$ cat config.mk
export PLATFORM = sky130hd
export DESIGN_NAME = rf_wb_arbiter
export DESIGN_NICKNAME = d
export VERILOG_FILES = /design/src/rtl/rf_wb_arbiter.sv
export SDC_FILE = /design/constraint.sdc
export NUM_CORES = 1
export LEC_CHECK = 0
export ABC_AREA = 1
export CELL_PAD_IN_SITES_DETAIL_PLACEMENT = 1
export CELL_PAD_IN_SITES_GLOBAL_PLACEMENT = 1
export CORE_MARGIN = 1
export CORE_UTILIZATION = 29
export CTS_CLUSTER_SIZE = 25
export DETAILED_ROUTE_END_ITERATION = 10
export GPL_TIMING_DRIVEN = 0
export PLACE_DENSITY_LB_ADDON = 0.2
export RECOVER_POWER = 50
export SLEW_MARGIN = 25
export SYNTH_ARGS = -nofsm -noshare
export SYNTH_HDL_FRONTEND = slang
export SYNTH_SLANG_ARGS = --single-unit
export TNS_END_PERCENT = 1
$ cat constraint.sdc
create_clock -name clk -period 2.9 [get_ports clk]
set_input_delay 0.58 -clock clk [delete_from_list [all_inputs] [get_ports clk]]
set_output_delay 0.58 -clock clk [all_outputs]
set_load 0.05 [all_outputs]
$ cat src/rtl/rf_wb_arbiter.sv
// rf_wb_arbiter
//   Arbitrates two writeback sources (A = ALU, B = load unit) onto a single
//   registered register-file write port. Contested cycles alternate between
//   the sources; a write to register 0 completes its handshake but is dropped.
//   Optionally sweeps registers 1..REG_S-1 to zero after reset.
//
// Configuration macro:
//   RF_INIT_CLEAR_EN  defined   -> reset enters INIT and clears the register file
//                     undefined -> reset enters RUN directly, busy tied to 0
//
// Ports:
//   clk, rst_n                        clock, asynchronous active-low reset
//   a_valid/a_ready/a_addr/a_data     writeback source A
//   b_valid/b_ready/b_addr/b_data     writeback source B
//   rf_we/rf_a3/rf_wd                 registered register-file write port
//   busy                              high while the clearing sweep runs
//
// States:
//   INIT | clearing sweep, both sources held off
//   RUN  | arbitration between A and B

module rf_wb_arbiter #(
    parameter int REG_W  = 5,
    parameter int REG_S  = 32,
    parameter int DATA_W = 32
) (
    input  logic              clk,
    input  logic              rst_n,

    input  logic              a_valid,
    output logic              a_ready,
    input  logic [REG_W-1:0]  a_addr,
    input  logic [DATA_W-1:0] a_data,

    input  logic              b_valid,
    output logic              b_ready,
    input  logic [REG_W-1:0]  b_addr,
    input  logic [DATA_W-1:0] b_data,

    output logic              rf_we,
    output logic [REG_W-1:0]  rf_a3,
    output logic [DATA_W-1:0] rf_wd,

    output logic              busy
);

    typedef enum logic {
        INIT = 1'b0,
        RUN  = 1'b1
    } state_t;

    localparam logic [REG_W-1:0] LAST_REG = REG_W'(REG_S - 1);

    state_t state;
    state_t state_next;

    // 1: source B received the most recent grant, 0: source A did
    logic last_grant_b;

    logic a_xfer;
    logic b_xfer;

`ifdef RF_INIT_CLEAR_EN
    logic [REG_W-1:0] counter;
    logic             sweep_done;

    // The sweep is finished once the write of the last register is on the
    // port; leaving INIT one cycle later keeps busy high for that write.
    assign sweep_done = rf_we && (rf_a3 == LAST_REG);
    assign busy       = (state == INIT);
`else
    assign busy = 1'b0;
`endif

    assign a_xfer = a_valid && a_ready;
    assign b_xfer = b_valid && b_ready;

    always_ff @(posedge clk or negedge rst_n) begin
        if (!rst_n) begin
`ifdef RF_INIT_CLEAR_EN
            state <= INIT;
`else
            state <= RUN;
`endif
        end else begin
            state <= state_next;
        end
    end

    always_comb begin
        state_next = state;
        a_ready    = 1'b0;
        b_ready    = 1'b0;
        case (state)
            INIT: begin
`ifdef RF_INIT_CLEAR_EN
                if (sweep_done) begin
                    state_next = RUN;
                end
`else
                state_next = RUN;
`endif
            end
            RUN: begin
                // rst_n gates the readys so they read 0 while reset is held
                // even in the build where reset lands directly in RUN.
                if (rst_n) begin
                    a_ready = !b_valid || last_grant_b;
                    b_ready = !a_valid || !last_grant_b;
                end
            end
            default: begin
                state_next = RUN;
            end
        endcase
    end

    always_ff @(posedge clk or negedge rst_n) begin
        if (!rst_n) begin
            rf_we        <= 1'b0;
            rf_a3        <= '0;
            rf_wd        <= '0;
            last_grant_b <= 1'b1;
`ifdef RF_INIT_CLEAR_EN
            counter      <= REG_W'(1);
`endif
        end else begin
`ifdef RF_INIT_CLEAR_EN
            if (state == INIT) begin
                if (sweep_done) begin
                    rf_we <= 1'b0;
                end else begin
                    rf_we <= 1'b1;
                    rf_a3 <= counter;
                    rf_wd <= '0;
                    // Saturate at the last register instead of wrapping
                    if (counter != LAST_REG) begin
                        counter <= counter + REG_W'(1);
                    end
                end
            end else
`endif
            if (a_xfer) begin
                last_grant_b <= 1'b0;
                if (a_addr != '0) begin
                    rf_we <= 1'b1;
                    rf_a3 <= a_addr;
                    rf_wd <= a_data;
                end else begin
                    rf_we <= 1'b0;
                end
            end else if (b_xfer) begin
                last_grant_b <= 1'b1;
                if (b_addr != '0) begin
                    rf_we <= 1'b1;
                    rf_a3 <= b_addr;
                    rf_wd <= b_data;
                end else begin
                    rf_we <= 1'b0;
                end
            end else begin
                rf_we <= 1'b0;
            end
        end
    end

endmodule
==> results_dict.tcl <==
set metrics [dict create \
    crit_path_max_fanout 3 \
    ir_worst_vdd_uv 256.4 \
    grt_antenna_before_repair 0 \
    core.rowCount 31 \
    drive_gt1_share_pct 7.763 \
    synth_top_family_by_area "simple AND/OR/NAND/NOR gates" \
    fin_ws_ps 122.1 \
    rsz0062_at_grt "no" \
    dr.pass1.iters 4 \
    grt_pass1_wl_um 13630 \
    port_buffers 117 \
    cts_inserted_buffers 5 \
    synth_mux_area_share_pct 0 \
    fin_util_pct 49.46 \
    syn-num-nets 390 \
    clock-sinks 39 \
    combPwrFrac_pct 49.1 \
    dp_slack_ps 27.27 \
    n_fill_cell 916 \
    crit_family "buffers and inverters" \
    dieArea_um2 8092 \
    slowest_stage "clkdlybuf4s50_1" \
    grt_max_degree 24 \
    relSlewSlack_pct 63.42 \
    drt_iter0_markers 69 \
    cp.arrival_ps 2200 \
    drc 0 \
    hold_slack_ps 205.0 \
    power.switching_fraction_pct 43.37 \
    cp_slowest_stage_delay_ps 790 \
    cp_cell_sequence "dlygate4sd3_1, nand2_1, nand2_1, inv_1, clkdlybuf4s50_1" \
    cts_root_buffer "clkbuf_8" \
    p_per_area_nw_per_um2 620.7 \
    synth_area_um2 2243 \
    hold_viol 0 \
    clkPwrFrac_pct 18.6 \
    cap_violations 0 \
    syn_to_final_growth_pct 62.47 \
    postCtsSetupBuffers 0 \
    htree_num_levels 2 \
    layout.nets 515 \
    gp_congestion 0.7561 \
    clk_pin_slew_worst_paths_ps 80 \
    min_path_type "input pin to async pin" \
    outcome "finished clean" \
    synth_compound_area_share_pct 0.2789 \
    synthXorXnorAreaFrac_pct 0 \
    startpoint_type "input pin" \
    final_antenna_net_count 0 \
    p_leak_nw 1.792 \
    wl_per_cell_um 15.21 \
    p_sw_mw 0.9811 \
    io-pin-count 119 \
    track_usage_pct 21.13 \
    ys_ff_latch 39 \
    end_kind "primary output" \
    yosysSeqAreaShare_pct 43.56 \
    clock_latency_ps 290 \
    synth_cell_type_count 18 \
    path_common_cell "nand2_1" \
    crit_type "input pin to primary output" \
    clk_path_buf_depth 2 \
    worstPathRequired_ps 2320 \
    synthCells 312 \
    fin_crit_ps 2778 \
    wirelength_um 8168 \
    final.setup.tns_ps 0 \
    yosysWarnings 0 \
    synth-simple-area-share_pct 46.85 \
    dr_total_vias 2617 \
    worst_pin_slew_ps 546.9 \
    post_drt_via_cell_ratio 4.873 \
    start_util_pct 30.44 \
    grt_pass1_vias 2782 \
    power_mw 2.262 \
    finalCritPeriodShare_pct 95.79 \
    num_antenna_cells 0 \
    core_area_um2 7370 \
    critPathBufInv 3 \
    dp.final_hpwl_um 6186 \
    die_w_um 89.96 \
    overflow 0 \
    fmax_mhz 360.0 \
    intPower_mw 1.281 \
    cts_tree "built" \
    clock_skew_ps 2.961 \
    setup_violations 0 \
    hold_buffers 0 \
    pwr-share-seq_pct 32.2 \
    synthAdderAreaFrac_pct 0 \
    dieHeight_um 89.96 \
    syn_area_per_cell_um2 7.190 \
    slew_viol_final 0 \
]
[synthesized netlist by cell type]
cell	number	share of area, %
buf_2	14	3.1
buf_4	5	1.7
buf_6	6	3.0
clkbuf_1	3	0.50
conb_1	1	0.17
dfrtp_1	38	42
dfstp_2	1	1.2
inv_1	4	0.67
inv_2	1	0.17
nand2_1	154	26
nand2_2	1	0.28
nand3_1	37	8.3
nand3_2	1	0.45
nand3b_1	2	0.67
nand4_1	37	10
nor2_1	5	0.84
nor2_2	1	0.28
o22ai_1	1	0.28
[routing by layer]
metal | share of wire, % | GRT usage (%)
met1 | 43 | 26.85
met5 | 0 | 0
met4 | 1.2 | 5.511
met3 | 4.3 | 3.638
met2 | 51 | 37.05
[power groups by stage]
stage	Sequential [mW]	Combinational, mW	Clock [mW]
detailed placement	0.740	1.13	0
CTS	0.730	1.13	0.434
floorplan	1.14	0.266	0
global route	0.745	1.18	0.453
global placement	0.736	1.10	0
finish	0.729	1.11	0.421
[cell usage in the layout, fill, tap and decap left out, drive strengths merged]
| cell type | instances |
|---|---|
| dfrtp | 38 |
| o22ai | 1 |
| clkbuf | 15 |
| dfstp | 1 |
| conb | 1 |
| buf | 22 |
| nand3b | 2 |
| nand3 | 38 |
| nand2 | 155 |
| dlygate4sd3 | 1 |
| nand4 | 37 |
| clkdlybuf4s50 | 115 |
| nor2 | 6 |
| inv | 5 |
| clkinvlp | 1 |
[repair_timing]
item,CTS,global route
setup endpoints to repair,0,2
hold endpoints to repair,0,0
gates resized for setup,0,1
[cell families after synthesis]
group                  Yosys count
AOI/OAI and AO/OA                1
buffers and inverters           33
DFF                             39
other                            1
and+or+nand+nor                238
[worst paths after layout]
kind                                          startpoint                  endpoint  slack, ps  cells past startpoint
worst max-delay path                             b_valid                   a_ready        120                      5
worst min-delay path                               rst_n           rf_we$_DFF_PN0_        200                      1
worst max register to register  last_grant_b$_DFFE_PN1P_      rf_a3[2]$_DFFE_PN0P_        980                      9
worst min register to register  last_grant_b$_DFFE_PN1P_  last_grant_b$_DFFE_PN1P_        510                      2
max in group asynchronous                          rst_n  last_grant_b$_DFFE_PN1P_       2190                      2
min in group clk                last_grant_b$_DFFE_PN1P_  last_grant_b$_DFFE_PN1P_        510                      2
[registers in the layout, indices dropped and copies added (netlist names)]
register	count
rf_we	1
rf_a3	5
last_grant_b	1
rf_wd	32
[stage by stage]
stage                     area (um^2)  instances
after detailed placement         3561        529
after global placement           3538        528
after CTS                        3665        537
after global routing             3645        537
final                            3645        537
after floorplan                  2243        312
[cell type report]
type	instances	area (um^2)	area share (%)
buffer	28	168.9	4.634
inverter	5	18.77	0.5149
timing repair buffer	118	1196	32.82
clock buffer	7	96.34	2.643
clock inverter	1	7.507	0.2060
sequential	39	977.2	26.81
tap	99	123.9	3.399
multi-input combinational	240	1056	28.97
No activity file was read; power rests on OpenSTA's default activity.
